$ cat src/rtl/bloom_filter_insert.sv
// Bloom filter insert engine: hashes (src_ip, dest_ip) and sets both filter bits with
// BRAM read-modify-write, plus a full-array clear sweep. Optional: BLOOM_INSERT_DUP_DETECT_EN.
module bloom_filter_insert #(
  parameter int BIT_ARRAY_SIZE = 1024,
  parameter int WORD_WIDTH     = 32,
  parameter int HASH_WIDTH     = $clog2(BIT_ARRAY_SIZE),
  parameter int ADDR_WIDTH     = $clog2(BIT_ARRAY_SIZE / WORD_WIDTH)
) (
  input  logic                  clk,
  input  logic                  rst_n,
  input  logic                  ins_valid,
  output logic                  ins_ready,
  input  logic [31:0]           src_ip,
  input  logic [31:0]           dest_ip,
  input  logic                  clear_req,
  output logic                  busy,
  output logic                  done,
  output logic                  dup,
  output logic [15:0]           insert_count,
  output logic                  bram_en,
  output logic                  bram_we,
  output logic [ADDR_WIDTH-1:0] bram_addr,
  output logic [WORD_WIDTH-1:0] bram_wdata,
  input  logic [WORD_WIDTH-1:0] bram_rdata
);

  localparam int BIT_W = $clog2(WORD_WIDTH);
  localparam int DEPTH = BIT_ARRAY_SIZE / WORD_WIDTH;
  localparam logic [ADDR_WIDTH-1:0] LAST_ADDR = ADDR_WIDTH'(DEPTH - 1);
  localparam logic [ADDR_WIDTH-1:0] ADDR_ONE  = ADDR_WIDTH'(1);

  typedef enum logic [3:0] {
    IDLE, HASH, RD_A, WAIT_A, WR_A, RD_B, WAIT_B, WR_B, DONE, CLEAR
  } state_t;

  state_t                state_reg;
  logic [31:0]           src_reg;
  logic [31:0]           dest_reg;
  logic [HASH_WIDTH-1:0] idx_a_reg;
  logic [HASH_WIDTH-1:0] idx_b_reg;
  logic [HASH_WIDTH-1:0] hash_a;
  logic [HASH_WIDTH-1:0] hash_b;
  logic [BIT_W-1:0]      bit_a;
  logic [BIT_W-1:0]      bit_b;
  logic [WORD_WIDTH-1:0] mask_a;
  logic [WORD_WIDTH-1:0] mask_b;
  logic [15:0]           count_inc;
`ifdef BLOOM_INSERT_DUP_DETECT_EN
  logic                  bita_set_reg;
  logic                  bitb_set_reg;
`endif

  // Jenkins one-at-a-time over the four bytes, LSB first; only the index bits are kept.
  function automatic logic [HASH_WIDTH-1:0] jenkins(input logic [31:0] data);
    logic [31:0] h;
    h = 32'd0;
    for (int i = 0; i < 4; i++) begin
      h = h + {24'd0, data[8*i +: 8]};
      h = h + (h << 10);
      h = h ^ (h >> 6);
    end
    h = h + (h << 3);
    h = h ^ (h >> 11);
    h = h + (h << 15);
    return h[HASH_WIDTH-1:0];
  endfunction

  assign hash_a    = jenkins(src_reg);
  assign hash_b    = jenkins(dest_reg);
  assign bit_a     = idx_a_reg[BIT_W-1:0];
  assign bit_b     = idx_b_reg[BIT_W-1:0];
  assign mask_a    = {{(WORD_WIDTH-1){1'b0}}, 1'b1} << bit_a;
  assign mask_b    = {{(WORD_WIDTH-1){1'b0}}, 1'b1} << bit_b;
  assign count_inc = (insert_count == 16'hFFFF) ? insert_count : insert_count + 16'd1;

  // A pending clear masks readiness so a simultaneous insert is never accepted.
  assign ins_ready = rst_n && (state_reg == IDLE) && !clear_req;

`ifndef BLOOM_INSERT_DUP_DETECT_EN
  assign dup = 1'b0;
`endif

  // BRAM controls are registered one state early so they are live during their own state.
  always_ff @(posedge clk or negedge rst_n) begin
    if (!rst_n) begin
      state_reg    <= IDLE;
      src_reg      <= '0;
      dest_reg     <= '0;
      idx_a_reg    <= '0;
      idx_b_reg    <= '0;
      busy         <= 1'b0;
      done         <= 1'b0;
      insert_count <= '0;
      bram_en      <= 1'b0;
      bram_we      <= 1'b0;
      bram_addr    <= '0;
      bram_wdata   <= '0;
`ifdef BLOOM_INSERT_DUP_DETECT_EN
      dup          <= 1'b0;
      bita_set_reg <= 1'b0;
      bitb_set_reg <= 1'b0;
`endif
    end else begin
      done <= 1'b0;
`ifdef BLOOM_INSERT_DUP_DETECT_EN
      dup  <= 1'b0;
`endif
      case (state_reg)
        IDLE: begin
          bram_en <= 1'b0;
          bram_we <= 1'b0;
          if (clear_req) begin
            state_reg    <= CLEAR;
            busy         <= 1'b1;
            insert_count <= '0;
            bram_en      <= 1'b1;
            bram_we      <= 1'b1;
            bram_addr    <= '0;
            bram_wdata   <= '0;
          end else if (ins_valid) begin
            state_reg <= HASH;
            busy      <= 1'b1;
            src_reg   <= src_ip;
            dest_reg  <= dest_ip;
          end
        end
        HASH: begin
          idx_a_reg <= hash_a;
          idx_b_reg <= hash_b;
          bram_en   <= 1'b1;
          bram_we   <= 1'b0;
          bram_addr <= hash_a[HASH_WIDTH-1:BIT_W];
          state_reg <= RD_A;
        end
        RD_A: begin
          bram_en   <= 1'b0;
          state_reg <= WAIT_A;
        end
        WAIT_A: begin
`ifdef BLOOM_INSERT_DUP_DETECT_EN
          bita_set_reg <= bram_rdata[bit_a];
`endif
          bram_en    <= 1'b1;
          bram_we    <= 1'b1;
          bram_wdata <= bram_rdata | mask_a;
          state_reg  <= WR_A;
        end
        WR_A: begin
          // Word B is read only after word A is written, so a shared word sees A's bit.
          bram_en   <= 1'b1;
          bram_we   <= 1'b0;
          bram_addr <= idx_b_reg[HASH_WIDTH-1:BIT_W];
          state_reg <= RD_B;
        end
        RD_B: begin
          bram_en   <= 1'b0;
          state_reg <= WAIT_B;
        end
        WAIT_B: begin
`ifdef BLOOM_INSERT_DUP_DETECT_EN
          bitb_set_reg <= bram_rdata[bit_b];
`endif
          bram_en    <= 1'b1;
          bram_we    <= 1'b1;
          bram_wdata <= bram_rdata | mask_b;
          state_reg  <= WR_B;
        end
        WR_B: begin
          bram_en   <= 1'b0;
          bram_we   <= 1'b0;
          done      <= 1'b1;
          state_reg <= DONE;
`ifdef BLOOM_INSERT_DUP_DETECT_EN
          dup <= bita_set_reg && bitb_set_reg;
          if (!(bita_set_reg && bitb_set_reg))
            insert_count <= count_inc;
`else
          insert_count <= count_inc;
`endif
        end
        DONE: begin
          busy      <= 1'b0;
          state_reg <= IDLE;
        end
        CLEAR: begin
          if (bram_addr == LAST_ADDR) begin
            bram_en   <= 1'b0;
            bram_we   <= 1'b0;
            done      <= 1'b1;
            state_reg <= DONE;
          end else begin
            bram_addr <= bram_addr + ADDR_ONE;
          end
        end
        default: begin
          state_reg <= IDLE;
          busy      <= 1'b0;
          bram_en   <= 1'b0;
          bram_we   <= 1'b0;
        end
      endcase
    end
  end

endmodule
$ cat config.mk
export PLATFORM = sky130hd
export DESIGN_NAME = bloom_filter_insert
export DESIGN_NICKNAME = d
export VERILOG_FILES = /design/src/rtl/bloom_filter_insert.sv
export SDC_FILE = /design/constraint.sdc
export NUM_CORES = 1
export LEC_CHECK = 0
export CORE_ASPECT_RATIO = 0.7
export CORE_MARGIN = 1
export CORE_UTILIZATION = 50
export DETAILED_ROUTE_END_ITERATION = 7
export PLACE_DENSITY = 0.74
export SLEW_MARGIN = 20
export SYNTH_ARGS = -nofsm -noshare
export SYNTH_HDL_FRONTEND = slang
export SYNTH_SLANG_ARGS = --single-unit
$ cat constraint.sdc
create_clock -name clk -period 11.35 [get_ports clk]
set_input_delay 1.7025 -clock clk [delete_from_list [all_inputs] [get_ports clk]]
set_output_delay 1.7025 -clock clk [all_outputs]
set_load 0.01 [all_outputs]
Word level (Yosys, flattened, before mapping)
Cells that the tools add are included.
- register bits after elaboration: 140
- latch bits: 0
- memory bits (writable): 0
- bits in read-only memories: 0
- bits of input ports: 100
- logic and storage cells: 106
- memories: 0
- add/sub/neg operators: 20
- $mul: 0
- divide/modulo/power cells: 0
- order comparisons: 0
- equality and inequality tests: 16
- shift-type cells: 2
- muxes and demuxes: 21
- bitwise gates (word level): 16
- reduce and logical (&&, ||, !) cells: 19
- operators by type and width (cell ; number):
    one-hot mux 32 bit (3 select lines) ; 1
    adder 31 x 8 -> 32 bit ; 2
    adder 32 bit ; 2
    OR 32 bit ; 2
    left shift 1 x 5 -> 32 bit, first input constant ; 2
    adder 20 x 30 -> 31 bit ; 2
    XOR 31 x 25 -> 31 bit ; 2
    adder 27 bit ; 2
    adder 27 x 8 -> 27 bit ; 2
    XOR 27 x 26 -> 27 bit ; 2
    adder 21 bit ; 2
    XOR 21 bit ; 2
    adder 19 x 8 -> 20 bit ; 2
    adder 8 x 18 -> 19 bit ; 2
    XOR 19 x 13 -> 19 bit ; 2
    one-hot mux 4 bit (9 select lines) ; 1
    two-way mux 16 bit ; 2
    two-way mux 32 bit ; 1
    one-hot mux 16 bit (2 select lines) ; 1
    adder 10 x 1 -> 10 bit, second input constant ; 2
    one-hot mux 5 bit (4 select lines) ; 1
    XOR 10 bit ; 2
    adder 16 x 1 -> 16 bit, second input constant ; 1
    == test 16 bit, second input constant ; 1
    26 further kinds ; 53

Longest topological paths before layout
Gate-level depths: netlist (run 1).
- depth in word-level cells: 15
- gate-level depth with buffers: 58
- gate-level depth less buffers: 56

Worst setup path before layout (run 1)
Ideal clock, no wire load.
- kind: register to register
- from: register src_reg[6]
- to: register bram_addr[4]
- library setup time: 0.141 ns
- arrival time: 11.002 ns
- required time: 11.209 ns
- slack: 0.208 ns
- stages on the path, launching flop included: 55
- path buffers: 2
- period minus slack after synthesis: 11.142 ns
- path through: dfrtp_1 -> buf_2 -> xnor2_2 -> clkinv_1 -> ha_1 -> fa_1 -> a21oi_1 -> o221a_2 -> or2_1 -> buf_2 -> nor3_1 -> xnor2_1 -> inv_1 -> ha_1 -> a211o_1 -> a211oi_1 -> mux2i_1 -> o2111ai_1 -> (+19 left out) -> a31oi_1 -> nor2b_1 -> o21ai_0 -> nor2b_1 -> xnor2_1 -> xor2_1 -> ha_1 -> and3_1 -> a21oi_1 -> o21ai_0 -> o21bai_1 -> a21boi_0 -> nor2_1 -> o21ai_0 -> xnor2_1 -> xnor3_1 -> xnor2_1 -> o221ai_1
- longest elaborated chain between the ends: 15
- RTL lines (element ; RTL line ; source):
    from (decl) ; 37 ; logic [31:0] src_reg;
    from (signal assigned) ; 123 ; src_reg <= src_ip;
    adder 8 x 18 -> 19 bit ; 59 ; h = h + (h << 10);
    XOR 19 x 13 -> 19 bit ; 60 ; h = h ^ (h >> 6);
    adder 19 x 8 -> 20 bit ; 58 ; h = h + {24'd0, data[8*i +: 8]};
    adder 20 x 30 -> 31 bit ; 59 ;
    XOR 31 x 25 -> 31 bit ; 60 ;
    adder 31 x 8 -> 32 bit ; 58 ;
    adder 32 bit ; 59 ;
    XOR 27 x 26 -> 27 bit ; 60 ;
    adder 27 x 8 -> 27 bit ; 58 ;
    adder 27 bit ; 59 ;
    XOR 21 bit ; 60 ;
    adder 21 bit ; 62 ; h = h + (h << 3);
    XOR 10 bit ; 63 ; h = h ^ (h >> 11);
    adder 10 x 1 -> 10 bit ; 64 ; h = h + (h << 15);
    one-hot mux 5 bit (4 select lines) ; 108 ; case (state_reg)
    to (signal assigned) ; 132 ; bram_addr <= hash_a[HASH_WIDTH-1:BIT_W];
    to (signal assigned) ; 152 ; bram_addr <= idx_b_reg[HASH_WIDTH-1:BIT_W];
    to (signal assigned) ; 192 ; bram_addr <= bram_addr + ADDR_ONE;
    to (decl) ; 22 ; output logic [ADDR_WIDTH-1:0] bram_addr,
Every way passes these cells.
A chain may end at the register's enable or synchronous reset.

Worst setup path after layout (run 1)
- from: register src_reg[0]
- to: register bram_addr[4]
Same word-level chain as after synthesis.

==> summary.md, run 1 <==
| Metric | Value |
|---|---|
| First-pass GRT wire length | `about 84000 um` |
| Die Y | `159 um` |
| # DRC | `0` |
| Yosys top cell area share | `between 10% and 20%` |
| Placed Instance Area | `21300 um2` |
| Overflow after GRT | `0` |
| Clk sinks | `140` |
| Number of global-route vias before repair | `about 16000` |
| Die boundary width | `~230 um` |
| Startpoint Class | `flop` |
| Row count | `between 50 and 60` |
| Crit path max-delay cell type | `or4_4` |
| Overall routing resource usage | `29.1%` |
| Root Buffer | `clkbuf_16` |
| Critical Path AT | `11.46 ns` |
| Vias per cell | `slightly below 6` |
| Fin crit period | `about 11 ns` |
| Antenna violations before repair | `5` |
| Min-delay worst type | `reg2reg` |
| Area Overhead vs Synth | `32.4%` |
| Flops & latches, synth | `140` |
| Core area | `34700 um2` |
| Cell Area, Synth | `between 15000 and 20000 um2` |
| Top cell by count, worst path | `xnor2_2` |
| Routed via count | `around 17000` |
| Filler instances | `~2700` |
| Syn_area_per_cell | `between 8 and 9 um2` |
| Met2 usage | `between 40% and 50%` |
| Wire per inst | `around 19 um` |
| Worst setup path start | `src_reg[0]` |
| Post-synth top flop | `dfrtp_1` |
| Hold Violations, Final | `0` |
| Wirelength, routed | `roughly 55000 um` |
| Number of enable flip-flop cells after synthesis | `0` |
| Initial detailed-routing violation count | `about 1600` |
| Yosys warnings | `0` |
| CTS tree | `built` |
| Reg2Reg Depth | `53` |
| GR Util met1 | `between 40% and 50%` |
| Pre-CTS setup slack | `-0.174 ns` |
| DIE AREA | `approximately 36000 um2` |
| Fmax | `89.5 MHz` |
| Critical Path End | `bram_addr[4]` |
| Final GP Congestion | `about 1` |
| Final core occ | `67.2%` |
| Status | `finished, final reports clean` |
| Seq/Total Area, Yosys | `about a fifth` |
| Routing usage on met3 | `under 10%` |
| Hold WS | `just under 0.5 ns` |
| Ys async rst share | `100%` |
| Final instance area | `approximately 23000 um2` |
| Max Root-Sink Buffers | `2` |
| Largest net degree at the start of global routing | `76` |
| Footprint of the multi-input gates | `14800 um2` |
| Synth unique cells | `109` |
| I/O Pins | `~160` |
| Setup violations, final | `0` |
| GRT busiest layer | `met2` |
| Share of layout cells above drive strength 1 | `24.7%` |
| Crit-path max cell delay | `approximately 0.56 ns` |
| RSZ-0062 raised after global routing | `true` |
| Detailed placement HPWL | `43500 um` |
| Synth top area cells | `dfrtp_1 20%, xnor2_1 13%, ha_1 12%` |
| Period utilization | `a little over nine tenths` |
| Mapped Cells | `between 2000 and 2500` |
| Detail Route Antenna Nets | `0` |
| Initial core utilization | `between 50 and 60%` |
| Yosys top cell by area | `dfrtp_1` |
| Clock skew | `0.0134 ns` |
| Reg2reg start | `src_reg[0]` |
| PortBufs | `157` |
| Worst slew pin tran | `around 1.1 ns` |
| Critical R2R Capture | `bram_addr[4]` |
| TritonCTS buffer count | `17` |
| Worst setup EP type | `flop` |
| Slack of the worst reg-to-reg path | `0.17 ns` |
| Fin. max-slew vios | `0` |
| H-tree levels | `4` |
| Worst Setup Slack, final | `roughly 0.17 ns` |
| Worst setup path class | `reg2reg` |
| Seq. cell area | `3510 um2` |
| DRT Pass-1 Iters | `5` |
| Hold depth | `2` |
| Crit-path max FO | `4` |
| Relative slew slack | `28.4%` |
| Clk_lat worst skew | `~0.44 ns` |
| Max Cap Viol | `0` |
| Worst-path clk slew | `0.07 ns` |
| Req. time, crit path | `~12 ns` |
| Layout Nets | `between 2000 and 3000` |
==> placed cells by master (no fill, tap or decap), drive strengths merged, types with 31 or more instances in the layout <==
master and instances:
clkdlybuf4s50 156, ha 176, nor2 128, a21oi 156, inv 92, xor2 135, dfrtp 140, o21ai 132
o21a 31, xnor2 274, nand3 45, nand2 150, buf 253, nor3 56, a21o 50, mux2 69
==> how the worst min path moves through the flow <==
stage,startpoint,to,slack (ns)
3_5_place_dp,bram_wdata[11],bram_wdata[11],0.47
3_3_place_gp,bram_wdata[7],bram_wdata[7],0.46
4_1_cts,bram_we,bram_we,0.49
6_report,bram_wdata[11],bram_wdata[11],0.48
5_1_grt,bram_we,bram_we,0.50
2_1_floorplan,idx_b_reg[7],idx_b_reg[7],0.44
==> repair_timing <==
item | CTS | global route
setup buffers | 4 | 29
hold buffers | 0 | 0
pin swaps | 3 | 66
setup endpoints to repair | 2 | 15
resized for setup | 17 | 213
cloned | 0 | 0
==> layer usage <==
layer | up-vias | share of wire (%)
met3 | 82 | 8.5
met5 | - | 0.031
li1 | 8069 | -
met2 | 775 | 43
met1 | 8048 | 46
met4 | 2 | 2.1
==> cells in the mapped netlist (12+ instances only) <==
master and instances:
inv_1 81, a21o_1 50, ha_1 176, nor2_1 128, o21bai_1 21, o21a_1 29, dfrtp_1 140, nand2_1 149
a31oi_1 22, xor2_1 132, o21ai_0 124, xnor2_1 269, a21oi_1 154, nand4_1 15, and3_1 24, fa_1 14
xnor3_1 16, or2_2 15, nor2b_1 17, or3_1 12, nand2b_1 29, nand3_1 44, and2_1 12, a211oi_1 21
clkbuf_1 32, nor3_1 52, mux2_2 69
==> cells by family after synthesis <==
family,after synthesis,share of synthesized area [%]
flip-flops,140,19.9
buffers and inverters,127,2.82
AO/OA/AOI/OAI,519,18.9
adder cells (fa/ha/maj),190,14.1
multiplexers,73,4.63
other,1,0.0213
XOR/XNOR,429,23.2
AND/OR/NAND/NOR,561,16.5
==> area by class of cell <==
cell class                 instances  area share, %
timing repair buffer             409           14.9
clock buffer                      18           1.88
multi-input combinational       1777           63.6
clock inverter                    14          0.740
inverter                          84           1.35
tap                              472           2.53
antenna                            4         0.0429
sequential                       140           15.0
==> through the flow <==
step	TNS (ns)	cells
after floorplan	0	2044
after global placement	0	2849
after detailed placement	-0.204	2849
after CTS	0	2885
after global routing	-0.485	2917
final	0	2918
==> worst max-delay path, delay by kind of cell (launching register included) <==
kind | cells | cell delay [ns]
AND/OR/NAND/NOR | 14 | 3.30
flip-flops | 1 | 0.45
AO/OA/AOI/OAI | 16 | 2.53
XOR/XNOR | 12 | 2.33
buffers and inverters | 3 | 0.42
multiplexers | 1 | 0.16
adder cells (fa/ha/maj) | 7 | 1.78
Power of run 1 is left out: the tool's default activity adds up to more than one toggle a clock period on the data nets, which glitch-free logic cannot reach.
==> run 2: changes to the inputs <==
--- a/config.mk
+++ b/config.mk
@@ -9,7 +9,7 @@
 export CORE_MARGIN = 1
 export CORE_UTILIZATION = 50
 export DETAILED_ROUTE_END_ITERATION = 7
-export PLACE_DENSITY = 0.74
+export PLACE_DENSITY = 0.71
 export SLEW_MARGIN = 20
 export SYNTH_ARGS = -nofsm -noshare
 export SYNTH_HDL_FRONTEND = slang
==> run 2 against run 1 <==
Sequential cell count is the same. Maximum frequency is 1.4% higher. Non-clock buffer count is 72 lower. Critical path depth down 5. Clock skew rose by 0.0014 ns. Critical path type unchanged. Highest routed layer unchanged.
==> summary.md, run 2 (synthesis gave the netlist of run 1 again) <==
| Metric | Value |
|---|---|
| DIE AREA | `36000 um2 (unchanged)` |
| Detailed placement HPWL | `42000 um (-3.6%)` |
| Max Cap Viol | `0 (unchanged)` |
| Overflow after GRT | `0 (unchanged)` |
| Detail Route Antenna Nets | `0 (unchanged)` |
| Fin. max-slew vios | `0 (unchanged)` |
| Worst setup path class | `reg2reg` |
| # diodes | `0 (-4)` |
| Antenna violations before repair | `4 (-1)` |
| I/O Pins | `159 (unchanged)` |
| Req. time, crit path | `11.70 ns (+0.07 ns)` |
| Final GP Congestion | `0.977 (-0.60%)` |
| Status | `finished, final reports clean` |
| Clk sinks | `140 (unchanged)` |
| Most frequent cells in the layout | `224 x xnor2_1, 179 x buf_4, 156 x clkdlybuf4s50_1, 153 x ha_1, 149 x nand2_1` |
| Relative slew slack | `30.9% (+2.5 points)` |
| Fmax | `90.7 MHz (+1.4%)` |
| DRT Pass-1 Iters | `5 (unchanged)` |
| Min-delay worst type | `reg2reg` |
| Wirelength, routed | `53300 um (-3.5%)` |
| Placed Instance Area | `20600 um2 (-3.1%)` |
| Startpoint Class | `flop` |
| Die boundary width | `226 um (unchanged)` |
| Period utilization | `97.2% (-1.3 points)` |
| Overall routing resource usage | `27.9% (-1.2 points)` |
| Setup violations, final | `0 (unchanged)` |
| Hold Violations, Final | `0 (unchanged)` |
| Wire per inst | `18.7 um (-0.89%)` |
| Worst slew pin tran | `1.03 ns (-0.0305 ns)` |
| Commonest non-fill, non-tap cell in the layout | `xnor2_1` |
| Routed via count | `16700 (-1.8%)` |
| Crit path max-delay cell type | `o41a_4` |
| Area Overhead vs Synth | `29.4%` |
| Post-CTS Hold Buffers | `0 (unchanged)` |
| H-tree levels | `4 (unchanged)` |
| Routing usage on met3 | `5.70% (-0.89 points)` |
| Vias per cell | `5.87 (+0.82%)` |
| GRT busiest layer | `met2` |
| Die Y | `159 um (unchanged)` |
| Clk_lat worst skew | `0.45 ns (about the same)` |
| Largest net degree at the start of global routing | `75 (-1.3%)` |
| Crit-path max FO | `5 (+1)` |
| Initial detailed-routing violation count | `1432 (-7.9%)` |
| GR Util met1 | `39.5% (-2.1 points)` |
| Layout Nets | `2647 (-2.6%)` |
| TritonCTS buffer count | `17 (unchanged)` |
| Final instance area | `22800 um2 (-2.2%)` |
| Initial core utilization | `50.8% (unchanged)` |
| PortBufs | `157 (unchanged)` |
| Row count | `57 (unchanged)` |
| Setup TNS | `0 ns (unchanged)` |
| Critical Path AT | `11.38 ns (-0.08 ns)` |
| Clock skew | `0.0148 ns (+0.00137 ns)` |
| Worst setup EP type | `flop` |
| Root Buffer | `clkbuf_16` |
| Max Root-Sink Buffers | `2 (unchanged)` |
| RSZ-0062 raised after global routing | `true` |
| Core area | `34700 um2 (unchanged)` |
| Worst-path clk slew | `0.07 ns (about the same)` |
| Hold WS | `0.483 ns (+0.00331 ns)` |
| Fin crit period | `11.03 ns (-0.149 ns)` |
| Top cell by count, worst path | `ha_1` |
| Share of layout cells above drive strength 1 | `22.4% (-2.2 points)` |
| Crit-path max cell delay | `0.49 ns (-0.07 ns)` |
| CTS tree | `built` |
| First-pass GRT wire length | `80700 um (-3.7%)` |
| Number of global-route vias before repair | `15600 (-3.1%)` |
| # DRC | `0 (unchanged)` |
| Met2 usage | `43.7% (-0.29 points)` |
-- run 2: final timing paths --
kind                                    start  slack, ns               to  depth (start not counted)
max in group asynchronous               rst_n       8.70      dest_reg[4]                          2
worst min-delay path            bram_wdata[9]       0.48    bram_wdata[9]                          2
worst max register to register    dest_reg[1]       0.32     idx_b_reg[9]                         48
worst min register to register  bram_wdata[9]       0.48    bram_wdata[9]                          2
min in group asynchronous               rst_n       1.27  insert_count[8]                          1
worst max-delay path              dest_reg[1]       0.32     idx_b_reg[9]                         48
-- run 2: worst max-delay path: cells and delay by family, from the launching register on --
family / cells / cell delay, ns
adder cells (fa/ha/maj): 5 / 1.58
AO/OA/AOI/OAI: 17 / 3.67
flip-flops: 1 / 0.42
AND/OR/NAND/NOR: 14 / 2.74
XOR/XNOR: 9 / 2.10
buffers and inverters: 3 / 0.41
-- run 2: layout make-up --
cell class / instances / area [um2]
multi-input cells: 1777 / 14900
fillers: 2833 / 11900
flip-flops and latches: 140 / 3500
repair buffers: 337 / 2930
well taps: 472 / 591
clock buffers: 17 / 425
inverters: 84 / 315
clock inverters: 15 / 168
-- run 2: metrics by stage --
stage               setup WS [ns]  instances  utilization (%)
floorplan                   0.208       2044                -
global placement           0.0402       2760             59.3
detailed placement         -0.296       2760             59.3
CTS                       -0.0545       2792             61.5
global route               -0.290       2842             65.7
finish                      0.320       2842             65.7
-- run 2: routing by layer --
metal | wire length (um) | vias up | part of all wire [%]
met3 | 4080 | 72 | 7.7
met1 | 24200 | 7960 | 45
met2 | 24000 | 687 | 45
met4 | 862 | 6 | 1.6
met5 | 43 | - | 0.081
li1 | - | 7945 | -
-- run 2: what timing repair did --
item,4_1_cts,5_1_grt
endpoints found under the setup margin,2,16
pin swaps,5,90
resized for setup,25,201
setup buffers,0,50
Power of run 2 is left out for the same reason.
==> run 3: changes to the inputs <==
--- a/config.mk
+++ b/config.mk
@@ -8,9 +8,10 @@
 export CORE_ASPECT_RATIO = 0.7
 export CORE_MARGIN = 1
 export CORE_UTILIZATION = 50
+export CTS_BUF_LIST = sky130_fd_sc_hd__clkbuf_2
 export DETAILED_ROUTE_END_ITERATION = 7
 export PLACE_DENSITY = 0.71
-export SLEW_MARGIN = 20
 export SYNTH_ARGS = -nofsm -noshare
 export SYNTH_HDL_FRONTEND = slang
 export SYNTH_SLANG_ARGS = --single-unit
+export TNS_END_PERCENT = 30
==> run 3 against run 2 <==
Sequential cell count unchanged. Final area down 0.90%. Cell count up 0.21%. Die area unchanged.
==> summary.md, run 3 (synthesis gave the netlist of run 1 again) <==
| Metric | Value |
|---|---|
| Reg2reg start | `src_reg[0]` |
| Number of global-route vias before repair | `15600 (-0.26%)` |
| Relative slew slack | `17.9% (-13 points)` |
| Hold path startpoint | `bram_we` |
| Layout Nets | `2652 (+0.19%)` |
| Crit-path max cell delay | `0.53 ns (+0.04 ns)` |
| Clock skew | `0.0779 ns (+0.0632 ns)` |
| Worst Setup Slack, final | `0.329 ns (+0.00893 ns)` |
| Routed via count | `16600 (-0.56%)` |
| Top cell by count, worst path | `xnor2_2` |
| Fin crit period | `11.02 ns (-0.00893 ns)` |
| DRT Pass-1 Iters | `6 (+1)` |
| H-tree levels | `4 (unchanged)` |
| Max Root-Sink Buffers | `2 (unchanged)` |
| CTS tree | `built` |
| Vias per cell | `5.82 (-0.77%)` |
| Largest net degree at the start of global routing | `75 (unchanged)` |
| Startpoint Class | `flop` |
| Fin. max-slew vios | `0 (unchanged)` |
| Status | `finished, final reports clean` |
| Fmax | `90.7 MHz (about the same)` |
| DIE AREA | `36000 um2 (unchanged)` |
| Wirelength, routed | `52900 um (-0.76%)` |
| Min-delay worst type | `reg2reg` |
| Initial detailed-routing violation count | `1414 (-1.3%)` |
| Worst setup path start | `src_reg[0]` |
| Die Y | `159 um (unchanged)` |
| Antenna violations before repair | `3 (-1)` |
| Worst setup EP type | `flop` |
| First-pass GRT wire length | `80300 um (-0.53%)` |
| Core area | `34700 um2 (unchanged)` |
| Die boundary width | `226 um (unchanged)` |
| Area Overhead vs Synth | `28.3%` |
| Slack of the worst reg-to-reg path | `0.33 ns (about the same)` |
| # DRC | `0 (unchanged)` |
| Critical Path End | `bram_addr[4]` |
| Worst slew pin tran | `1.22 ns (+0.187 ns)` |
| Detailed placement HPWL | `42000 um (unchanged)` |
| Row count | `57 (unchanged)` |
| Hold Violations, Final | `0 (unchanged)` |
| Period utilization | `97.1% (about the same)` |
| Most frequent cells in the layout | `222 x xnor2_1, 183 x buf_4, 156 x clkdlybuf4s50_1, 151 x ha_1, 149 x nand2_1` |
| Crit-path max FO | `7 (+2)` |
| Final GP Congestion | `0.977 (unchanged)` |
| Reg2Reg Depth | `52 (+8.3%)` |
| Pre-CTS setup slack | `-0.296 ns (unchanged)` |
| Commonest non-fill, non-tap cell in the layout | `xnor2_1` |
| Max Cap Viol | `0 (unchanged)` |
| Wire per inst | `18.6 um (-0.97%)` |
| Share of layout cells above drive strength 1 | `23.0% (+0.54 points)` |
| Worst setup path class | `reg2reg` |
| PortBufs | `157 (unchanged)` |
| Clk sinks | `140 (unchanged)` |
| Initial core utilization | `50.8% (unchanged)` |
| Overflow after GRT | `0 (unchanged)` |
| Clk_lat worst skew | `0.85 ns (+0.40 ns)` |
| Critical Path AT | `11.81 ns (+0.43 ns)` |
| TritonCTS buffer count | `17 (unchanged)` |
| Detail Route Antenna Nets | `0 (unchanged)` |
| Crit path max-delay cell type | `or4_4` |
| Root Buffer | `clkbuf_2` |
| Overall routing resource usage | `27.7% (-0.21 points)` |
| Worst-path clk slew | `0.31 ns (+0.24 ns)` |
| Critical R2R Capture | `bram_addr[4]` |
| Post-CTS Hold Buffers | `0 (unchanged)` |
| Setup violations, final | `0 (unchanged)` |
| RSZ-0062 raised after global routing | `true` |
| I/O Pins | `159 (unchanged)` |
| Req. time, crit path | `12.14 ns (+0.44 ns)` |
run 3: metrics by stage:
step                setup TNS [ns]  instance area (um2)  instances  hold slack, ns  utilization, %
floorplan                        0                17600       2044           0.438               -
global placement                 0                20600       2760           0.461            59.3
detailed placement          -0.323                20600       2760           0.470            59.3
CTS                        -0.0371                21000       2792           0.523            60.5
global route                -0.465                22600       2847           0.553            65.1
finish                           0                22600       2848           0.519            65.1
run 3: cell type report:
| type | instances | area, um2 |
|---|---|---|
| Antenna cell | 1 | 2.50 |
| Clock buffer | 17 | 85.1 |
| Clock inverter | 15 | 168 |
| Fill cell | 2838 | 12100 |
| Inverter | 84 | 315 |
| Multi-Input combinational cell | 1777 | 15000 |
| Sequential cell | 140 | 3510 |
| Tap cell | 472 | 591 |
| Timing Repair Buffer | 342 | 2970 |
run 3: routing by layer:
metal	GRT usage [%]	wire length, um	vias up
li1	-	-	7950
met1	39.4	24200	7918
met2	43.4	23800	638
met3	5.76	4050	67
met4	5.19	770	4
met5	0	27	-
run 3: worst min path at each step:
stage                      to  slack, ns  depth (start not counted)
3_3_place_gp    bram_wdata[9]       0.46                          2
6_report              bram_we       0.52                          2
5_1_grt        bram_wdata[12]       0.55                          2
4_1_cts               bram_we       0.52                          2
2_1_floorplan    idx_b_reg[7]       0.44                          2
3_5_place_dp    bram_wdata[9]       0.47                          2
run 3: worst max-delay path: cells and delay by family, from the launching register on:
family	cells	cell delay, ns
fa+ha+maj	5	1.49
compound gates	17	2.90
xor+xnor	12	2.22
flops	1	0.49
simple gates	15	3.29
buf+inv	2	0.30
mux	1	0.31
run 3: repair_timing:
| item | CTS | global route |
|---|---|---|
| endpoints found under the setup margin | 3 | 16 |
| gates cloned | 0 | 0 |
| setup buffers | 0 | 55 |
| resized for setup | 25 | 221 |
| pin swaps | 5 | 103 |
Power of run 3 is left out for the same reason.
